==> src/rtl/instr_encoder.sv <==
// RV64I field-to-word encoder with a 2-entry output FIFO and a sequential address tag.
// Optional immediate range checking is compiled in with INSTR_ENC_RANGE_CHK_EN.
module instr_encoder #(
    parameter logic [31:0] RESET_ADDR = 32'h0000_0000,
    parameter logic [31:0] ADDR_STEP  = 32'd4
) (
    input  logic        clk,
    input  logic        reset,
    input  logic        in_valid,
    output logic        in_ready,
    input  logic [6:0]  in_opcode,
    input  logic [2:0]  in_funct3,
    input  logic [6:0]  in_funct7,
    input  logic [4:0]  in_rs1,
    input  logic [4:0]  in_rs2,
    input  logic [4:0]  in_rd,
    input  logic [31:0] in_imm,
    input  logic        pc_load,
    input  logic [31:0] pc_value,
    output logic        out_valid,
    input  logic        out_ready,
    output logic [31:0] out_instr,
    output logic [31:0] out_addr,
    output logic        out_err,
    output logic [15:0] enc_count
);

    typedef struct packed {
        logic [31:0] instr;
        logic [31:0] addr;
        logic        err;
    } entry_t;

    entry_t      head;
    entry_t      tail;
    entry_t      new_entry;
    logic [1:0]  occ;
    logic [1:0]  occ_next;
    logic        ready_q;
    logic [31:0] pc;
    logic [31:0] pc_next;
    logic [31:0] tag_addr;
    logic [15:0] count;
    logic        accept;
    logic        xfer;
    logic [31:0] enc_instr;
    logic        op_err;
    logic        entry_err;
    logic        is_shift;

    assign accept   = in_valid && ready_q;
    assign xfer     = (occ != 2'd0) && out_ready;
    assign is_shift = (in_funct3 == 3'b001) || (in_funct3 == 3'b101);

    always_comb begin
        enc_instr = 32'h0000_0013;
        op_err    = 1'b0;
        case (in_opcode)
            7'b0110011: enc_instr = {in_funct7, in_rs2, in_rs1, in_funct3, in_rd, in_opcode};
            7'b0010011, 7'b0011011: begin
                if (is_shift)
                    enc_instr = {in_funct7, in_imm[4:0], in_rs1, in_funct3, in_rd, in_opcode};
                else
                    enc_instr = {in_imm[11:0], in_rs1, in_funct3, in_rd, in_opcode};
            end
            7'b0000011, 7'b1100111:
                enc_instr = {in_imm[11:0], in_rs1, in_funct3, in_rd, in_opcode};
            7'b0100011:
                enc_instr = {in_imm[11:5], in_rs2, in_rs1, in_funct3, in_imm[4:0], in_opcode};
            7'b1100011:
                enc_instr = {in_imm[12], in_imm[10:5], in_rs2, in_rs1, in_funct3,
                             in_imm[4:1], in_imm[11], in_opcode};
            7'b0110111, 7'b0010111:
                enc_instr = {in_imm[31:12], in_rd, in_opcode};
            7'b1101111:
                enc_instr = {in_imm[20], in_imm[10:1], in_imm[11], in_imm[19:12], in_rd, in_opcode};
            default: op_err = 1'b1;
        endcase
    end

`ifdef INSTR_ENC_RANGE_CHK_EN
    logic signed [31:0] simm;
    logic               rng_err;
    logic               i_rng;

    assign simm  = $signed(in_imm);
    assign i_rng = (simm < -32'sd2048) || (simm > 32'sd2047);

    always_comb begin
        rng_err = 1'b0;
        case (in_opcode)
            7'b0010011, 7'b0011011:
                rng_err = is_shift ? ((simm < 32'sd0) || (simm > 32'sd31)) : i_rng;
            7'b0000011, 7'b1100111, 7'b0100011: rng_err = i_rng;
            7'b1100011:
                rng_err = (simm < -32'sd4096) || (simm > 32'sd4094) || in_imm[0];
            7'b1101111:
                rng_err = (simm < -32'sd1048576) || (simm > 32'sd1048574) || in_imm[0];
            7'b0110111, 7'b0010111: rng_err = (in_imm[11:0] != 12'd0);
            default: rng_err = 1'b0;
        endcase
    end

    assign entry_err = op_err | rng_err;
`else
    assign entry_err = op_err;
`endif

    // pc_load takes effect before tagging an entry accepted in the same cycle
    assign tag_addr  = pc_load ? pc_value : pc;
    assign pc_next   = accept ? (tag_addr + ADDR_STEP) : (pc_load ? pc_value : pc);
    assign new_entry = '{instr: enc_instr, addr: tag_addr, err: entry_err};

    always_comb begin
        case ({accept, xfer})
            2'b10:   occ_next = occ + 2'd1;
            2'b01:   occ_next = occ - 2'd1;
            default: occ_next = occ;
        endcase
    end

    always_ff @(posedge clk) begin
        if (reset) begin
            occ     <= 2'd0;
            ready_q <= 1'b1;
            pc      <= RESET_ADDR;
            count   <= 16'd0;
            head    <= '0;
            tail    <= '0;
        end else begin
            occ     <= occ_next;
            ready_q <= (occ_next < 2'd2);
            pc      <= pc_next;
            if (accept)
                count <= count + 16'd1;
            // head is the visible entry; tail only fills while head is occupied and staying
            if (xfer)
                head <= (accept && occ == 2'd1) ? new_entry : tail;
            else if (accept && occ == 2'd0)
                head <= new_entry;
            if (accept && occ == 2'd1 && !xfer)
                tail <= new_entry;
        end
    end

    assign in_ready  = ready_q;
    assign out_valid = (occ != 2'd0);
    assign out_instr = head.instr;
    assign out_addr  = head.addr;
    assign out_err   = head.err;
    assign enc_count = count;

endmodule

==> config.mk <==
export PLATFORM = sky130hd
export DESIGN_NAME = instr_encoder
export DESIGN_NICKNAME = d
export VERILOG_FILES = /design/src/rtl/instr_encoder.sv
export SDC_FILE = /design/constraint.sdc
export NUM_CORES = 1
export LEC_CHECK = 0
export BUFFER_PORTS_ARGS = -buffer_cell sky130_fd_sc_hd__buf_2
export CAP_MARGIN = 10
export CORE_ASPECT_RATIO = 0.9
export CORE_MARGIN = 1
export CORE_UTILIZATION = 45
export DETAILED_ROUTE_END_ITERATION = 7
export HOLD_SLACK_MARGIN = 0.06
export PLACE_DENSITY = 0.78
export SETUP_SLACK_MARGIN = 0.5
export SLEW_MARGIN = 20
export SYNTH_ARGS = -nofsm -noshare
export SYNTH_HDL_FRONTEND = slang
export SYNTH_SLANG_ARGS = --single-unit
==> constraint.sdc <==
create_clock -name clk -period 2.23 [get_ports clk]
set_input_delay 0.223 -clock clk [delete_from_list [all_inputs] [get_ports clk]]
set_output_delay 0.223 -clock clk [all_outputs]
set_load 0.01 [all_outputs]
==> impl_metrics.toml, run 1 <==
[logic_synthesis]
synth_edf_count = 0
syn_inst = 995
seq_area_frac_synth_pct = 42.8
synthDistinctLibCells = 67
synth_largest_area_cell = "dfxtp_1"
synth_top_flop_cell = "dfxtp_1"
ys_warn_count = 0
synth_nets = 1102
synthTopCellsByArea = "dfxtp_1 43%, nor2_1 5.2%, a211oi_1 5.1%"
syn_avg_cell_area_sq_um = 8.51
synth.top_cells.by_count = "181 x dfxtp_1, 118 x nor2_1, 110 x nand2_1, 62 x clkbuf_1, 57 x a211oi_1"
synthesis.area_sq_um = 8460
synth.most_common_cell = "dfxtp_1"
synthDominantCellAreaShare_pct = 42.8
ys_seq_elements = 181
synth-async-reset-ratio_pct = 0

[routing]
vias = 8403
via_per_inst = 5.78
ant_nets = 0
wl_per_cell_um = 17.4
wirelength_um = 25300
drt_first_pass_iters = 5
drc = 0
drtIter0Drc = 752

[sta]
final_hold_viol_count = 0
period_share_pct = 83.5
max_slew.worst_pin.slew_ns = 0.576
fin_worst_skew_ns = 0.0155
setup_tns_ns = 0
rsz0062_at_grt = "yes"
fin_crit_ns = 1.86
setup_ws_ns = 0.368
drv_slew = 0
setup_viol = 0
max_freq_mhz = 537
max_slew_margin_pct = 60.6

[global_routing]
grt_pass1_wl_um = 39500
antenna_found_initial = 0
grt_max_degree = 95
track_usage_pct = 25.5
grt_pass1_vias = 7679
grt-ovfl-total = 0

[worst_setup_path]
reg2reg_depth = 7
critical-path-top-delay-family = "simple AND/OR/NAND/NOR gates"
path_class = "reg2reg"
crit_path_end_kind = "register"
cp_num_buf_inv = 2
worstPathCellList = "nand4b_1, a2111oi_4, nand2_4, buf_12, buf_6, nor3_2, nor3_2"
crit_top_cell = "nor3_2"
arrival_ns = 2.18
critPathMaxFanout = 4
critPathSlowestCell = "a2111oi_4"
r2r-start = "pc[7]$_SDFF_PP0_"
startpoint = "pc[7]$_SDFF_PP0_"
worstSetupEndpoint = "pc[26]$_SDFF_PP0_"
cp-start-kind = "register"
crit_cells = 7
max_stage_delay_ns = 0.52
critPathRequiredTime_ns = 2.55
ff2ff_setup_slack_ns = 0.37
reg2reg_to = "pc[26]$_SDFF_PP0_"

[floorplanning]
dieHeight_um = 132
core_area_sq_um = 18400
start_util_pct = 46.0
rows = 47
dieWidth_um = 147
io_pins = 184
die_area_sq_um = 19400

[clock_network]
cts_tree = "built"
cts-buffers-inserted = 17
clock_latency_ns = 0.44
clk_pin_slew_ns = 0.08
htreeDepth = 4
cts-root-buf = "clkbuf_16"
hold_buffers = 0
clockBufferDepth = 2
cts.sinks = 181

[layout]
drive_above_1_share_pct = 29.2
fin_util_pct = 60.4
n_antenna_cell = 0
layout.nets = 1302
area_delta_synth_final_pct = 31.4

[pwr]
leakagePower_nw = 4.68
powerDensity_nw_per_um2 = 994
vdd_ir_drop_max_uv = 597

[placed_design]
globalplace.congestion = 0.835
post-place-ws_ns = 0.0469
dp.final_hpwl_um = 16200
numPortBuffers = 183

[worst_hold_path]
min_path_type = "in2reg"

[flow_run]
max_cap_violations = 0

[outcome]
status = "completed"
-- cell usage in the layout (no fill, tap or decap), types with 19 or more instances in the layout --
master	n
nand3_1	26
o21ai_0	25
buf_4	47
a211oi_1	57
dfxtp_1	174
mux2i_1	28
and3_1	25
o211ai_1	40
buf_2	181
a21oi_1	52
clkbuf_16	19
nor2_1	117
a31oi_1	21
nand2_1	107
-- power by group --
part	internal (mW)	switching, mW	leakage, nW
combinational	1.74	2.19	2.93
sequential	3.83	0.305	1.48
clock	1.60	1.38	0.277
total	7.18	3.88	4.68
-- how the worst min path moves through the flow --
stage,from,end,slack (ns),depth (start not counted)
floorplan,pc_value[0],pc[0]$_SDFF_PP0_,0.41,2
global placement,out_addr[8]$_SDFFE_PP0P_,out_addr[8]$_SDFFE_PP0P_,0.44,2
detailed placement,out_addr[24]$_SDFFE_PP0P_,out_addr[24]$_SDFFE_PP0P_,0.44,2
CTS,in_rs1[3],out_instr[18]$_SDFFE_PP0P_,0.08,3
global route,in_imm[6],out_instr[26]$_SDFFE_PP0P_,0.13,3
finish,in_rs1[3],out_instr[18]$_SDFFE_PP0P_,0.1,3
-- state kept, by name, summed over array words and instances, names as in the netlist --
signal	count
enc_count	16
in_ready	1
occ	2
out_addr	32
out_err	1
out_instr	32
pc	32
tail	65
-- worst min-delay path, stage by stage --
cell and delay, ns:
buf_2 0.07, a22oi_1 0.07, o21ai_0 0.13
-- cells by family after synthesis --
kind of cell,share of synthesized area [%]
muxes,4.66
AOI/OAI and AO/OA,22.2
xor gates and xnor gates,2.69
and+or+nand+nor,22.3
adders and majority gates,0.887
DFF,42.8
buffers and inverters,4.54
-- what timing repair did --
| action | 4_1_cts | 5_1_grt |
|---|---|---|
| setup buffers | 13 | 10 |
| gates cloned | 4 | 3 |
| gates resized for setup | 37 | 32 |
| endpoints found under the setup margin | 146 | 153 |
| hold endpoints to repair | 0 | 0 |
| pin swaps | 12 | 13 |
-- layout make-up --
class                   count  area (sq um)
flip-flops and latches    181          3630
well taps                 245           307
multi-input cells         725          4690
clock inverters            14           144
fillers                  1544          7290
clock buffers              18           439
repair buffers            258          1850
inverters                  12          57.6
-- layer usage --
layer | share of wire, % | routed length, um | track usage, % | vias up
li1 | - | - | - | 4050
met1 | 43 | 11000 | 33.0 | 3993
met2 | 48 | 12200 | 42.5 | 333
met3 | 7.3 | 1860 | 5.67 | 27
met4 | 1.2 | 300 | 7.23 | 0
met5 | 0 | 0 | 0 | -
-- metrics by stage --
step           cell area [sq um]  instances  hold slack (ns)  power (mW)
2_1_floorplan               8530        995            0.411        6.11
3_3_place_gp                9870       1391            0.437        7.29
3_5_place_dp                9870       1391            0.441        7.38
4_1_cts                    10900       1440           0.0843        10.9
5_1_grt                    11100       1453            0.127        11.6
6_report                   11100       1453           0.0981        11.1
Power figures use the tool's default switching activity.
==> run 2, diff against run 1 <==
==> constraint.sdc (replaced) <==
create_clock -name clk -period 1.8 [get_ports clk]
set_input_delay 0.18 -clock clk [delete_from_list [all_inputs] [get_ports clk]]
set_output_delay 0.18 -clock clk [all_outputs]
set_load 0.01 [all_outputs]
==> run 2 against run 1 <==
  * The flow now finishes with violations (negative setup slack)
  * Clock-buffer cell count is the same
  * Fmax is 6.9% lower
  * Flip-flop and latch count unchanged
  * Worst hold slack worse by 0.035 ns
  * Register-to-register slack worse by 0.57 ns
  * Largest power group is now combinational logic
==> impl_metrics.toml, run 2 (synthesis results as in run 1) <==
[outcome]
status = "finished with violations"
violations = "negative setup slack"

[worst_setup_path]
crit_path_end_kind = "register"
cp-start-kind = "register"
critPathMaxFanout = 6
r2r-start = "occ[0]$_SDFFE_PP0N_"
arrival_ns = 2.34
path_class = "reg2reg"
critPathRequiredTime_ns = 2.14
startpoint = "occ[0]$_SDFFE_PP0N_"

[flow_run]
max_cap_violations = 0

[clock_network]
clock_latency_ns = 0.46
clk_pin_slew_ns = 0.08
htreeDepth = 4
cts-buffers-inserted = 17
cts_tree = "built"
clockBufferDepth = 2
cts-root-buf = "clkbuf_16"
cts.sinks = 181

[sta]
period_share_pct = 111
fin_crit_ns = 2.00
max_slew_margin_pct = 47.5
drv_slew = 0
rsz0062_at_grt = "yes"
fin_worst_skew_ns = 0.0129
max_freq_mhz = 500
final_hold_viol_count = 0
setup_viol = 41
max_slew.worst_pin.slew_ns = 0.765
setup_ws_ns = -0.201

[routing]
via_per_inst = 6.31
ant_nets = 0
drc = 0
vias = 10000
drtIter0Drc = 909
wl_per_cell_um = 23.2
wirelength_um = 36700
drt_first_pass_iters = 6

[global_routing]
grt_pass1_wl_um = 47900
grt_max_degree = 58
grt_pass1_vias = 8943
grt-ovfl-total = 0
antenna_found_initial = 1
track_usage_pct = 31.6

[floorplanning]
rows = 47
start_util_pct = 46.0
die_area_sq_um = 19400
dieHeight_um = 132
io_pins = 184
dieWidth_um = 147
core_area_sq_um = 18400

[pwr]
netSwitchingFraction_pct = 37.1
powerDensity_nw_per_um2 = 1210
leakagePower_nw = 5.81
intPower_mw = 10.8
seq_power_share_pct = 30.9
vdd_ir_drop_max_uv = 748
clock_power_share_pct = 23.0
power.total_mw = 17.1
power_frac_comb_pct = 46.1
power_switching_mw = 6.36

[layout]
area_delta_synth_final_pct = 66.7
final_common_cell = "buf_2"
final_cell_mix = "182 x buf_2, 164 x dfxtp_1, 98 x buf_4, 80 x nand2_1, 78 x nor2_1"
fin_util_pct = 76.7
layout.nets = 1435
drive_above_1_share_pct = 49.5
regMostFlops = "tail"
largest_reg_flops = 65

[placed_design]
globalplace.congestion = 0.891
dp.final_hpwl_um = 17200
numPortBuffers = 183

[worst_hold_path]
min_path_type = "in2reg"
hp-start = "in_imm[9]"
-- run 2: cell types whose count changed in the layout (fill, tap and decap cells not counted), moves of 15 or more --
cell	before	now
o21ai_0	25	7
buf_6	4	32
buf_4	47	98
nor2_4	1	32
nand2_1	107	80
nand2_2	2	19
nor2_1	117	78
and3_1	25	10
buf_16	2	24
o21ai_1	3	19
a211oi_1	57	18
a211oi_2	0	36
and3_4	0	15
-- run 2: metal layers --
| layer | part of all wire (%) | GRT usage [%] | vias to the layer above | routed length [um] |
|---|---|---|---|---|
| li1 | - | - | 4333 | - |
| met1 | 37 | 38.6 | 4810 | 13500 |
| met2 | 49 | 53.6 | 676 | 18000 |
| met3 | 8.7 | 6.85 | 191 | 3200 |
| met4 | 5.4 | 13.5 | 0 | 1970 |
| met5 | 0 | 0 | - | 0 |
-- run 2: path summary, 6_finish.rpt --
kind,end,slack [ns],cells past startpoint
setup / recovery,out_addr[2]$_SDFFE_PP0P_,-0.20,12
setup reg to reg,out_addr[2]$_SDFFE_PP0P_,-0.20,12
hold reg to reg,out_addr[16]$_SDFFE_PP0P_,0.45,2
hold / removal,out_instr[29]$_SDFFE_PP0P_,0.06,3
-- run 2: final cells by class --
type	count	area [sq um]
diodes	1	2.50
inverters	12	68.8
repair buffers	390	3640
multi-input cells	726	5830
fillers	1100	4290
clock buffers	18	439
clock inverters	13	160
well taps	245	307
flip-flops and latches	181	3660
-- run 2: timing repair --
| action | 4_1_cts | 5_1_grt |
|---|---|---|
| endpoints found under the setup margin | 169 | 172 |
| gates cloned | 26 | 9 |
| hold buffers | 11 | 0 |
| buffers inserted | 38 | 28 |
| endpoints found under the hold margin | 11 | 0 |
| pin swaps | 75 | 108 |
| resized for setup | 204 | 174 |
-- run 2: power groups by stage --
| stage | Combinational, mW | Clock (mW) | Sequential (mW) |
|---|---|---|---|
| final | 7.90 | 3.94 | 5.30 |
| after global routing | 8.21 | 4.12 | 5.36 |
| after CTS | 6.29 | 3.91 | 5.20 |
| after detailed placement | 4.20 | 0 | 5.24 |
| after global placement | 4.13 | 0 | 5.21 |
| after floorplan | 2.52 | 0 | 5.39 |
-- run 2: metrics by stage --
step	hold slack [ns]	area [sq um]	setup TNS [ns]	worst slack [ns]	instances
after floorplan	0.350	8840	-0.0524	-0.0295	995
after global placement	0.436	10400	-0.962	-0.125	1442
after detailed placement	0.440	10400	-2.01	-0.202	1442
after CTS	0.0601	13000	-0.464	-0.0709	1548
after global routing	0.0811	14100	-4.87	-0.194	1585
final	0.0634	14100	-1.77	-0.201	1586
-- run 2: critical path: stages (launching register included) --
cell and delay, ns:
dfxtp_4 0.37, inv_2 0.04, ha_4 0.15, nand2b_4 0.17, buf_12 0.14, inv_16 0.07, buf_12 0.10, nand2_8 0.07
buf_6 0.15, buf_16 0.13, nand2_1 0.07, o211ai_1 0.11, a21oi_1 0.32
==> run 3, diff against run 2 <==
--- a/config.mk
+++ b/config.mk
@@ -13,7 +13,6 @@
 export DETAILED_ROUTE_END_ITERATION = 7
 export HOLD_SLACK_MARGIN = 0.06
 export PLACE_DENSITY = 0.78
-export SETUP_SLACK_MARGIN = 0.5
 export SLEW_MARGIN = 20
 export SYNTH_ARGS = -nofsm -noshare
 export SYNTH_HDL_FRONTEND = slang
==> run 3 against run 2 <==
  * The flow still finishes with violations (negative setup slack)
  * Register-to-register slack better by 0.14 ns
  * Sequential power is 3% lower
  * Flip-flop and latch count stayed put
  * Clock skew is 0.00098 ns lower
  * Global-route usage is 6.5 points lower
  * Combinational power is 42% lower
  * Clock-buffer cell count is 2 higher
  * First-iteration DRC count is 43% lower
  * Power is 21% lower
  * Critical path type unchanged
  * Largest cell class unchanged
==> impl_metrics.toml, run 3 (synthesis results as in run 1) <==
[outcome]
status = "finished with violations"
violations = "negative setup slack"

[routing]
drtIter0Drc = 519
vias = 8442
drc = 0
via_per_inst = 5.65
wl_per_cell_um = 16.9
drt_first_pass_iters = 5
ant_nets = 0
wirelength_um = 25300

[clock_network]
htreeDepth = 4
clockBufferDepth = 2
cts-buffers-inserted = 17
cts.sinks = 181
cts_tree = "built"
cts-root-buf = "clkbuf_16"
clk_pin_slew_ns = 0.07
clock_latency_ns = 0.44

[global_routing]
grt_pass1_vias = 7892
grt_max_degree = 46
track_usage_pct = 25.1
grt_pass1_wl_um = 39200
grt-ovfl-total = 0
antenna_found_initial = 2

[sta]
max_freq_mhz = 538
final_hold_viol_count = 0
setup_ws_ns = -0.0602
max_slew.worst_pin.slew_ns = 0.873
rsz0062_at_grt = "yes"
max_slew_margin_pct = 41.8
fin_crit_ns = 1.86
fin_worst_skew_ns = 0.0120
setup_viol = 4
drv_slew = 0
period_share_pct = 103
setup_tns_ns = -0.0826

[placed_design]
numPortBuffers = 183
placed_cell_area_sq_um = 10300
dp.final_hpwl_um = 16900
globalplace.congestion = 0.856

[layout]
final_cell_area_sq_um = 11300
final.fill_count = 1523
regArea_sq_um = 3630
final_common_cell = "buf_2"
final_cell_mix = "182 x buf_2, 175 x dfxtp_1, 117 x nor2_1, 108 x nand2_1, 93 x buf_4"
multi_input_area_sq_um = 4730
layout.nets = 1342
area_delta_synth_final_pct = 33.9
largest_reg_flops = 65
drive_above_1_share_pct = 31.1
regMostFlops = "tail"

[worst_setup_path]
r2r-start = "pc[2]$_SDFF_PP0_"
worstPathCellList = "mux2i_1, inv_1, ha_4, nand3_4, a2111oi_4, buf_6, nand2_8, or3_4, a21oi_2"
reg2reg_depth = 9
cp_num_buf_inv = 2
critPathRequiredTime_ns = 2.16
critical-path-top-delay-family = "simple AND/OR/NAND/NOR gates"
cp-start-kind = "register"
path_class = "reg2reg"
arrival_ns = 2.22
critPathMaxFanout = 6
reg2reg_to = "pc[20]$_SDFF_PP0_"
critPathSlowestCell = "or3_4"
max_stage_delay_ns = 0.37
crit_path_end_kind = "register"
ff2ff_setup_slack_ns = -0.06

[worst_hold_path]
min_to = "out_instr[10]$_SDFFE_PP0P_"
min_path_type = "in2reg"
hp-start = "in_rd[3]"
min_path_cells = 3

[pwr]
vdd_ir_drop_max_uv = 685
leakagePower_nw = 4.80
power.total_mw = 13.5
powerDensity_nw_per_um2 = 1190

[floorplanning]
io_pins = 184
start_util_pct = 46.0
dieWidth_um = 147
dieHeight_um = 132
die_area_sq_um = 19400
core_area_sq_um = 18400
rows = 47

[flow_run]
max_cap_violations = 0
[run 3: cell types whose count changed in the layout (fill, tap and decap cells not counted), sizes merged, moves of 2 or more]
cell and change:
clkinv +5, buf -80, clkbuf -3, diode +2
inv -6, clkinvlp -2, dlygate4sd3 -8
[run 3: timing repair]
item / CTS / global route
hold endpoints to repair: 3 / 0
resized for setup: 5 / 52
pin swaps: 4 / 17
hold buffers: 3 / 0
buffers inserted: 0 / 13
cloned: 1 / 3
endpoints found under the setup margin: 13 / 73
[run 3: per-layer routing]
metal / vias up / share of wire [%] / GRT usage [%]
met1: 3932 / 42 / 31.0
met2: 318 / 47 / 41.8
met5: - / 0.051 / 0
li1: 4133 / - / -
met3: 57 / 8.2 / 6.57
met4: 2 / 2.9 / 9.49
[run 3: worst max path at each step]
stage / from / end / slack [ns] / cells past startpoint
6_report: pc[2]$_SDFF_PP0_ / pc[20]$_SDFF_PP0_ / -0.06 / 9
5_1_grt: pc[2]$_SDFF_PP0_ / pc[20]$_SDFF_PP0_ / -0.17 / 9
4_1_cts: pc[4]$_SDFF_PP0_ / pc[25]$_SDFF_PP0_ / 0.001 / 6
3_5_place_dp: pc_load / pc[30]$_SDFF_PP0_ / -0.28 / 8
3_3_place_gp: pc_load / pc[30]$_SDFF_PP0_ / -0.22 / 8
2_1_floorplan: in_ready$_SDFF_PP1_ / pc[31]$_SDFF_PP0_ / -0.06 / 6
[run 3: power by group]
| part | leakage (nW) | switching [mW] | internal (mW) | total (mW) |
|---|---|---|---|---|
| clock | 0.284 | 1.62 | 2.12 | 3.74 |
| combinational | 3.04 | 2.63 | 1.99 | 4.61 |
| sequential | 1.48 | 0.377 | 4.75 | 5.13 |
| total | 4.80 | 4.62 | 8.86 | 13.5 |
[run 3: cell type report]
type	count	share of cell area, %
antenna	3	0.0662
tap	245	2.71
clock buffer	20	4.03
sequential	181	32.1
inverter	12	0.420
multi-input combinational	725	41.8
clock inverter	10	1.09
timing repair buffer	298	17.8
[run 3: worst min-delay path: stages]
cell and delay, ns:
buf_2 0.09, a221oi_1 0.07, o21ai_1 0.12
[run 3: metrics by stage]
stage	util (%)	worst slack, ns	hold slack (ns)	std cells
finish	61.6	-0.0602	0.0608	1494
global route	61.5	-0.171	0.0922	1492
detailed placement	55.8	-0.275	0.440	1442
global placement	55.8	-0.220	0.436	1442
floorplan	-	-0.0586	0.368	995
CTS	59.3	0.00127	0.0609	1476
